--- src/rtl/mem_stage_if.sv ---
// Data-memory bus between the MEM stage (master) and the data memory (slave).
// Handshake: dmem_req is the master's valid and dmem_ack the slave's ready. A transfer
// completes in any cycle with both high. Until then the master holds dmem_addr, dmem_we
// and dmem_wdata stable. dmem_rdata is meaningful only in the completing cycle of a read.
interface mem_stage_if;
  logic        dmem_req;
  logic        dmem_we;
  logic [63:0] dmem_addr;
  logic [63:0] dmem_wdata;
  logic        dmem_ack;
  logic [63:0] dmem_rdata;

  modport master (
    output dmem_req, dmem_we, dmem_addr, dmem_wdata,
    input  dmem_ack, dmem_rdata
  );

  modport slave (
    input  dmem_req, dmem_we, dmem_addr, dmem_wdata,
    output dmem_ack, dmem_rdata
  );
endinterface

--- src/rtl/mem_stage.sv ---
// Pipeline MEM stage: branch resolution, data-memory access with wait/timeout FSM and MEM/WB register.
// Optional MEM_ALIGN_CHECK_EN blocks accesses whose address is not 8-byte aligned.
module mem_stage (
  input  logic        clk,
  input  logic        resetl,
  input  logic        mem_zero,
  input  logic        mem_branch,
  input  logic        mem_uncond_branch,
  input  logic [63:0] mem_aluout,
  input  logic [63:0] mem_nextseqpc,
  input  logic [63:0] mem_busB,
  input  logic [4:0]  mem_rd,
  input  logic        mem_mem2reg,
  input  logic        mem_regwrite,
  input  logic        mem_memread,
  input  logic        mem_memwrite,
  mem_stage_if.master dmem,
  output logic        pcsrc,
  output logic [63:0] branch_target,
  output logic        mem_stall,
  output logic [63:0] wb_readdata,
  output logic [63:0] wb_aluout,
  output logic [4:0]  wb_rd,
  output logic        wb_mem2reg,
  output logic        wb_regwrite,
  output logic        mem_err,
  output logic        mem_misalign,
  output logic        dbg_state
);

  typedef enum logic {IDLE = 1'b0, WAIT = 1'b1} state_t;

  // The first request cycle plus WAIT cycles with count 0..253 give 255 stalled cycles.
  localparam logic [7:0] TIMEOUT_CNT = 8'd253;

  state_t     state;
  logic [7:0] wait_cnt;
  logic       access;
  logic       misalign;
  logic       read_done;

  assign access = mem_memread | mem_memwrite;

`ifdef MEM_ALIGN_CHECK_EN
  assign misalign = access & (mem_aluout[2:0] != 3'd0);
`else
  assign misalign = 1'b0;
`endif

  assign pcsrc         = (mem_branch & mem_zero) | mem_uncond_branch;
  assign branch_target = mem_nextseqpc;

  assign dmem.dmem_req   = resetl & access & ~mem_err & ~misalign;
  assign dmem.dmem_we    = mem_memwrite;
  assign dmem.dmem_addr  = mem_aluout;
  assign dmem.dmem_wdata = mem_busB;

  assign mem_stall = dmem.dmem_req & ~dmem.dmem_ack;
  assign read_done = dmem.dmem_req & dmem.dmem_ack & ~mem_memwrite;
  assign dbg_state = (state == WAIT);

  always_ff @(posedge clk) begin
    if (!resetl) begin
      state    <= IDLE;
      wait_cnt <= 8'd0;
      mem_err  <= 1'b0;
    end else begin
      case (state)
        IDLE: begin
          if (dmem.dmem_req && !dmem.dmem_ack) begin
            state    <= WAIT;
            wait_cnt <= 8'd0;
          end
        end
        WAIT: begin
          if (dmem.dmem_ack) begin
            state <= IDLE;
          end else if (wait_cnt == TIMEOUT_CNT) begin
            // Give up: the stalled instruction then proceeds as an unserviced access.
            state   <= IDLE;
            mem_err <= 1'b1;
          end else begin
            wait_cnt <= wait_cnt + 8'd1;
          end
        end
        default: state <= IDLE;
      endcase
    end
  end

  always_ff @(posedge clk) begin
    if (!resetl) begin
      wb_readdata <= 64'd0;
      wb_aluout   <= 64'd0;
      wb_rd       <= 5'd0;
      wb_mem2reg  <= 1'b0;
      wb_regwrite <= 1'b0;
    end else if (mem_stall) begin
      wb_mem2reg  <= 1'b0;
      wb_regwrite <= 1'b0;
    end else begin
      wb_readdata <= read_done ? dmem.dmem_rdata : 64'd0;
      wb_aluout   <= mem_aluout;
      wb_rd       <= mem_rd;
      wb_mem2reg  <= mem_mem2reg;
      wb_regwrite <= mem_regwrite & ~misalign;
    end
  end

`ifdef MEM_ALIGN_CHECK_EN
  always_ff @(posedge clk) begin
    if (!resetl) mem_misalign <= 1'b0;
    else         mem_misalign <= misalign;
  end
`else
  assign mem_misalign = 1'b0;
`endif

endmodule

--- src/flat_wrapper.sv ---
// flat-port wrapper written by rule: the top's interface ports become plain ports
module mem_stage_flat 
  (clk, resetl, mem_zero, mem_branch, mem_uncond_branch, mem_aluout, mem_nextseqpc, mem_busB, mem_rd, mem_mem2reg, mem_regwrite, mem_memread, mem_memwrite, pcsrc, branch_target, mem_stall, wb_readdata, wb_aluout, wb_rd, wb_mem2reg, wb_regwrite, mem_err, mem_misalign, dbg_state, dmem_dmem_req, dmem_dmem_we, dmem_dmem_addr, dmem_dmem_wdata, dmem_dmem_ack, dmem_dmem_rdata);
  mem_stage_if dmem_i ();
  input  logic clk;
  input  logic resetl;
  input  logic mem_zero;
  input  logic mem_branch;
  input  logic mem_uncond_branch;
  input  logic [63:0] mem_aluout;
  input  logic [63:0] mem_nextseqpc;
  input  logic [63:0] mem_busB;
  input  logic [4:0] mem_rd;
  input  logic mem_mem2reg;
  input  logic mem_regwrite;
  input  logic mem_memread;
  input  logic mem_memwrite;
  output logic pcsrc;
  output logic [63:0] branch_target;
  output logic mem_stall;
  output logic [63:0] wb_readdata;
  output logic [63:0] wb_aluout;
  output logic [4:0] wb_rd;
  output logic wb_mem2reg;
  output logic wb_regwrite;
  output logic mem_err;
  output logic mem_misalign;
  output logic dbg_state;
  output wire logic [$bits(dmem_i.dmem_req)-1:0] dmem_dmem_req;
  output wire logic [$bits(dmem_i.dmem_we)-1:0] dmem_dmem_we;
  output wire logic [$bits(dmem_i.dmem_addr)-1:0] dmem_dmem_addr;
  output wire logic [$bits(dmem_i.dmem_wdata)-1:0] dmem_dmem_wdata;
  input wire logic [$bits(dmem_i.dmem_ack)-1:0] dmem_dmem_ack;
  input wire logic [$bits(dmem_i.dmem_rdata)-1:0] dmem_dmem_rdata;
  assign dmem_dmem_req = dmem_i.dmem_req;
  assign dmem_dmem_we = dmem_i.dmem_we;
  assign dmem_dmem_addr = dmem_i.dmem_addr;
  assign dmem_dmem_wdata = dmem_i.dmem_wdata;
  assign dmem_i.dmem_ack = dmem_dmem_ack;
  assign dmem_i.dmem_rdata = dmem_dmem_rdata;
  mem_stage u_core (.clk(clk), .resetl(resetl), .mem_zero(mem_zero), .mem_branch(mem_branch), .mem_uncond_branch(mem_uncond_branch), .mem_aluout(mem_aluout), .mem_nextseqpc(mem_nextseqpc), .mem_busB(mem_busB), .mem_rd(mem_rd), .mem_mem2reg(mem_mem2reg), .mem_regwrite(mem_regwrite), .mem_memread(mem_memread), .mem_memwrite(mem_memwrite), .dmem(dmem_i), .pcsrc(pcsrc), .branch_target(branch_target), .mem_stall(mem_stall), .wb_readdata(wb_readdata), .wb_aluout(wb_aluout), .wb_rd(wb_rd), .wb_mem2reg(wb_mem2reg), .wb_regwrite(wb_regwrite), .mem_err(mem_err), .mem_misalign(mem_misalign), .dbg_state(dbg_state));
endmodule
--- config.mk ---
export PLATFORM = sky130hd
export DESIGN_NAME = mem_stage_flat
export DESIGN_NICKNAME = d
export VERILOG_FILES = /design/src/rtl/mem_stage_if.sv /design/src/rtl/mem_stage.sv /design/src/flat_wrapper.sv
export SDC_FILE = /design/constraint.sdc
export NUM_CORES = 1
export LEC_CHECK = 0
export CAP_MARGIN = 20
export CORE_AREA = 5 5 231 233
export CTS_BUF_LIST = sky130_fd_sc_hd__clkbuf_4 sky130_fd_sc_hd__clkbuf_8
export CTS_CLUSTER_SIZE = 20
export DETAILED_ROUTE_END_ITERATION = 8
export DIE_AREA = 0 0 236 238
export SYNTH_ARGS = -nofsm -noshare
export SYNTH_HDL_FRONTEND = slang
export SYNTH_SLANG_ARGS = --single-unit
--- constraint.sdc ---
create_clock -name clk -period 2.15 [get_ports clk]
set_input_delay 0.215 -clock clk [delete_from_list [all_inputs] [get_ports clk]]
set_output_delay 0.215 -clock clk [all_outputs]
set_load 0.05 [all_outputs]
==> key figures <==
Cells and area
  • Finished Layout Cells: 1543
  • Final Net Count: 1120
  • Ratio of cells with drive above 1 in the final layout: 0.0802
  • Fill count: roughly 5600
  • Register area: just under 0.003 mm^2
  • Area growth, synth to finish: 48.3%
  • Multi-input logic area: between 0.0015 and 0.002 mm^2

Yosys
  • Post-synth ARST share: 0
  • Mean Syn Cell Area: around 9.4 um^2
  • Sequential area share after synthesis: 0.441
  • Flops & latches, synth: 145
  • Synth Flop Type: dfxtp_1
  • Post-synth EDFFs: 0
  • Synthesized instance count: 702
  • Mapped Nets: ~980
  • Post-synthesis cell type count: 40
  • Yosys Warn Count: 0
  • Mapped Area: around 0.0066 mm^2

Clock network
  • H-tree Lvls: 4
  • Hold-fix buffers at CTS: 0
  • CTS Buf Count: 17
  • Clock Sinks: around 150
  • Worst skew pair latency: ~0.52 ns
  • CTS tree: built
  • Root buf cell: clkbuf_8
  • Clock transition at path regs: around 0.080 ns
  • Largest buffer count on any clock path: 2

Worst setup path
  • Startpoint Class: flop
  • Critical path, cell by cell: clkdlybuf4s50_1
  • CP bufs+invs: 1
  • Crit path depth: 1
  • Reg-to-reg endpoint: u_core.wb_readdata[19]
  • End of the critical path: wb_readdata[16]
  • Flop2flop setup slack: approximately 0.54 ns
  • Reg2reg path depth: 5
  • Reg2Reg Launch Point: u_core.mem_err
  • CP Class: flop to primary output
  • Worst setup path start: u_core.wb_readdata[16]
  • Worst Path Max Fanout: 2
  • Worst EP required: ~1.9 ns
  • Slowest cell on the critical path: clkdlybuf4s50_1
  • Crit-path max cell delay: 0.83 ns
  • Crit path arrival time: between 1.5 and 2 ns
  • Crit end category: primary output
  • CP top delay family: buffers and inverters

Die
  • Core area: around 0.05 mm^2
  • Chip Width: ~240 um
  • IO Count: slightly above 600
  • Die height: ~240 um
  • Die footprint: roughly 0.056 mm^2
  • Initial Util: 0.129
  • Site Rows: between 80 and 90

Power and ir drop
  • VDD IR-drop max: 0.000278 V
  • Leakage: 3.61 nW
  • Power density cells: a little over 700 mW/mm^2

Routing
  • Vias: 5176
  • Post-Route WL: 21.5 mm
  • Drt wl/cell: between 10 and 15 um
  • Drc violations: 0
  • DR pass1 iterations: 4
  • Vias per cell: around 3.4
  • Number of DRC markers in iteration 0: 153
  • Final ANT Viol Nets: 0

Place
  • DP Worst Slack: 0.214 ns
  • PortBufs: approximately 350
  • Gpl congestion: 0.776
  • Number of instances in the placed design: roughly 1500
  • Dpl hpwl: ~17 mm

Timing
  • Final hold slack: roughly 0.21 ns
  • Fin Clk Skew: approximately 0.0093 ns
  • RSZ-0062 raised after global routing: no
  • Fin. max-slew vios: 0
  • Fin. Hold Viols: 0
  • Max-slew headroom: 0.602
  • Final worst path period share: 0.908
  • Final Setup Violations: 0
  • Fin Setup TNS: 0 ns
  • Final worst slack: approximately 0.2 ns
  • Fin crit period: between 1.5 and 2 ns
  • Slew @ Worst Pin: about 0.59 ns
  • Max Fclk: 512 MHz

Global route
  • First-pass GRT wire length: 31.9 mm
  • Number of antenna violations at the first check in global routing: 5
  • Largest net degree at the start of global routing: between 60 and 70
  • Grt total ovfl: 0
  • Total track usage: 0.0751
  • Vias in the first global route: 5361

Worst hold path
  • Hold Path Depth: 5
  • Type of the most critical hold path: input pin to flop

Flow run
  • Max-cap viol count: 0

Outcome
  • Status: finished clean
-- layer usage --
metal,vias up,part of all wire,track usage
met5,-,0.00061,0
met4,2,0.065,0.0591
met3,85,0.12,0.0455
met2,290,0.46,0.119
met1,2350,0.36,0.0706
li1,2449,-,-
-- registers in the layout, summed over array words and instances (netlist names) --
register / cells
u_core.wb_regwrite: 1
u_core.wait_cnt: 8
u_core.dbg_state: 1
u_core.wb_aluout: 64
u_core.wb_rd: 5
u_core.wb_readdata: 64
u_core.wb_mem2reg: 1
u_core.mem_err: 1
-- where the power goes --
group / internal, mW / switching (mW) / leakage [nW]
Clock: 1.29 / 1.15 / 0.213
Sequential: 2.81 / 0.0654 / 1.19
Combinational: 0.647 / 0.999 / 2.21
Total: 4.74 / 2.22 / 3.61
-- final cells by class --
type,instances,share of cell area
diodes,3,0.000769
clock buffers,19,0.0255
clock inverters,13,0.0192
inverters,5,0.00218
multi-input cells,321,0.202
flip-flops and latches,145,0.298
well taps,680,0.0872
repair buffers,357,0.366
-- cell families (layout without fill, tap and decap cells) --
group,after synthesis,count (layout),synth area share
flip-flops,145,145,0.441
buffers and inverters,236,394,0.262
AND/OR/NAND/NOR,160,160,0.100
AO/OA/AOI/OAI,156,156,0.189
multiplexers,2,2,0.00304
adder cells (fa/ha/maj),2,2,0.00380
other,1,4,0.000570
-- metrics by stage --
stage	utilization	area, um^2	power [mW]
finish	0.191	9760	6.96
global route	0.191	9750	7.34
CTS	0.191	9750	7.17
detailed placement	0.183	9310	4.60
global placement	0.183	9310	4.60
floorplan	-	6580	4.59
-- synth_stat cells, drive strengths merged, types with 3 or more instances --
master	number	area [um^2]
buf	214	1640
and3	3	18.8
o311ai	3	26.3
o31ai	3	22.5
a22o	64	561
inv	5	18.8
nand3	6	35.0
o21ai	5	25.0
clkbuf	17	63.8
a21boi	70	526
dfxtp	145	2900
nand2	140	526
-- worst min-delay path by stage --
stage	from	end
floorplan	dmem_dmem_ack	u_core.dbg_state
global placement	mem_nextseqpc[24]	branch_target[24]
detailed placement	mem_nextseqpc[24]	branch_target[24]
CTS	resetl	u_core.wb_aluout[20]
global route	mem_rd[3]	u_core.wb_rd[3]
finish	resetl	u_core.wb_aluout[20]
-- placed cells by master, fill, tap and decap left out, types with 2 or more instances in the layout --
master and n:
a21boi_1 60, clkinv_4 4, and3_1 3, bufinv_16 4
inv_1 3, dfxtp_1 145, o311ai_0 3, o21a_1 2
a21boi_0 10, clkdlybuf4s50_1 326, o21ai_1 2, clkinvlp_4 3
o31ai_1 3, clkbuf_8 17, mux2i_1 2, diode_2 3
nor2_1 2, clkinv_2 2, nand3_1 5, ha_1 2
clkbuf_4 2, buf_12 6, a21o_1 2, buf_4 23
o21ai_0 3, nand2_1 140, a22o_1 64
-- repair_timing --
item	CTS	global route
endpoints found under the setup margin	1	0
buffers inserted	0	0
resized for setup	1	0
-- tightest hold or removal path, stage by stage --
cell      delay (ns)
buf_2           0.13
nand3_4         0.11
inv_4           0.08
nand2_1         0.07
a21boi_0        0.06
Note: power is estimated with default switching activity, not from simulation.
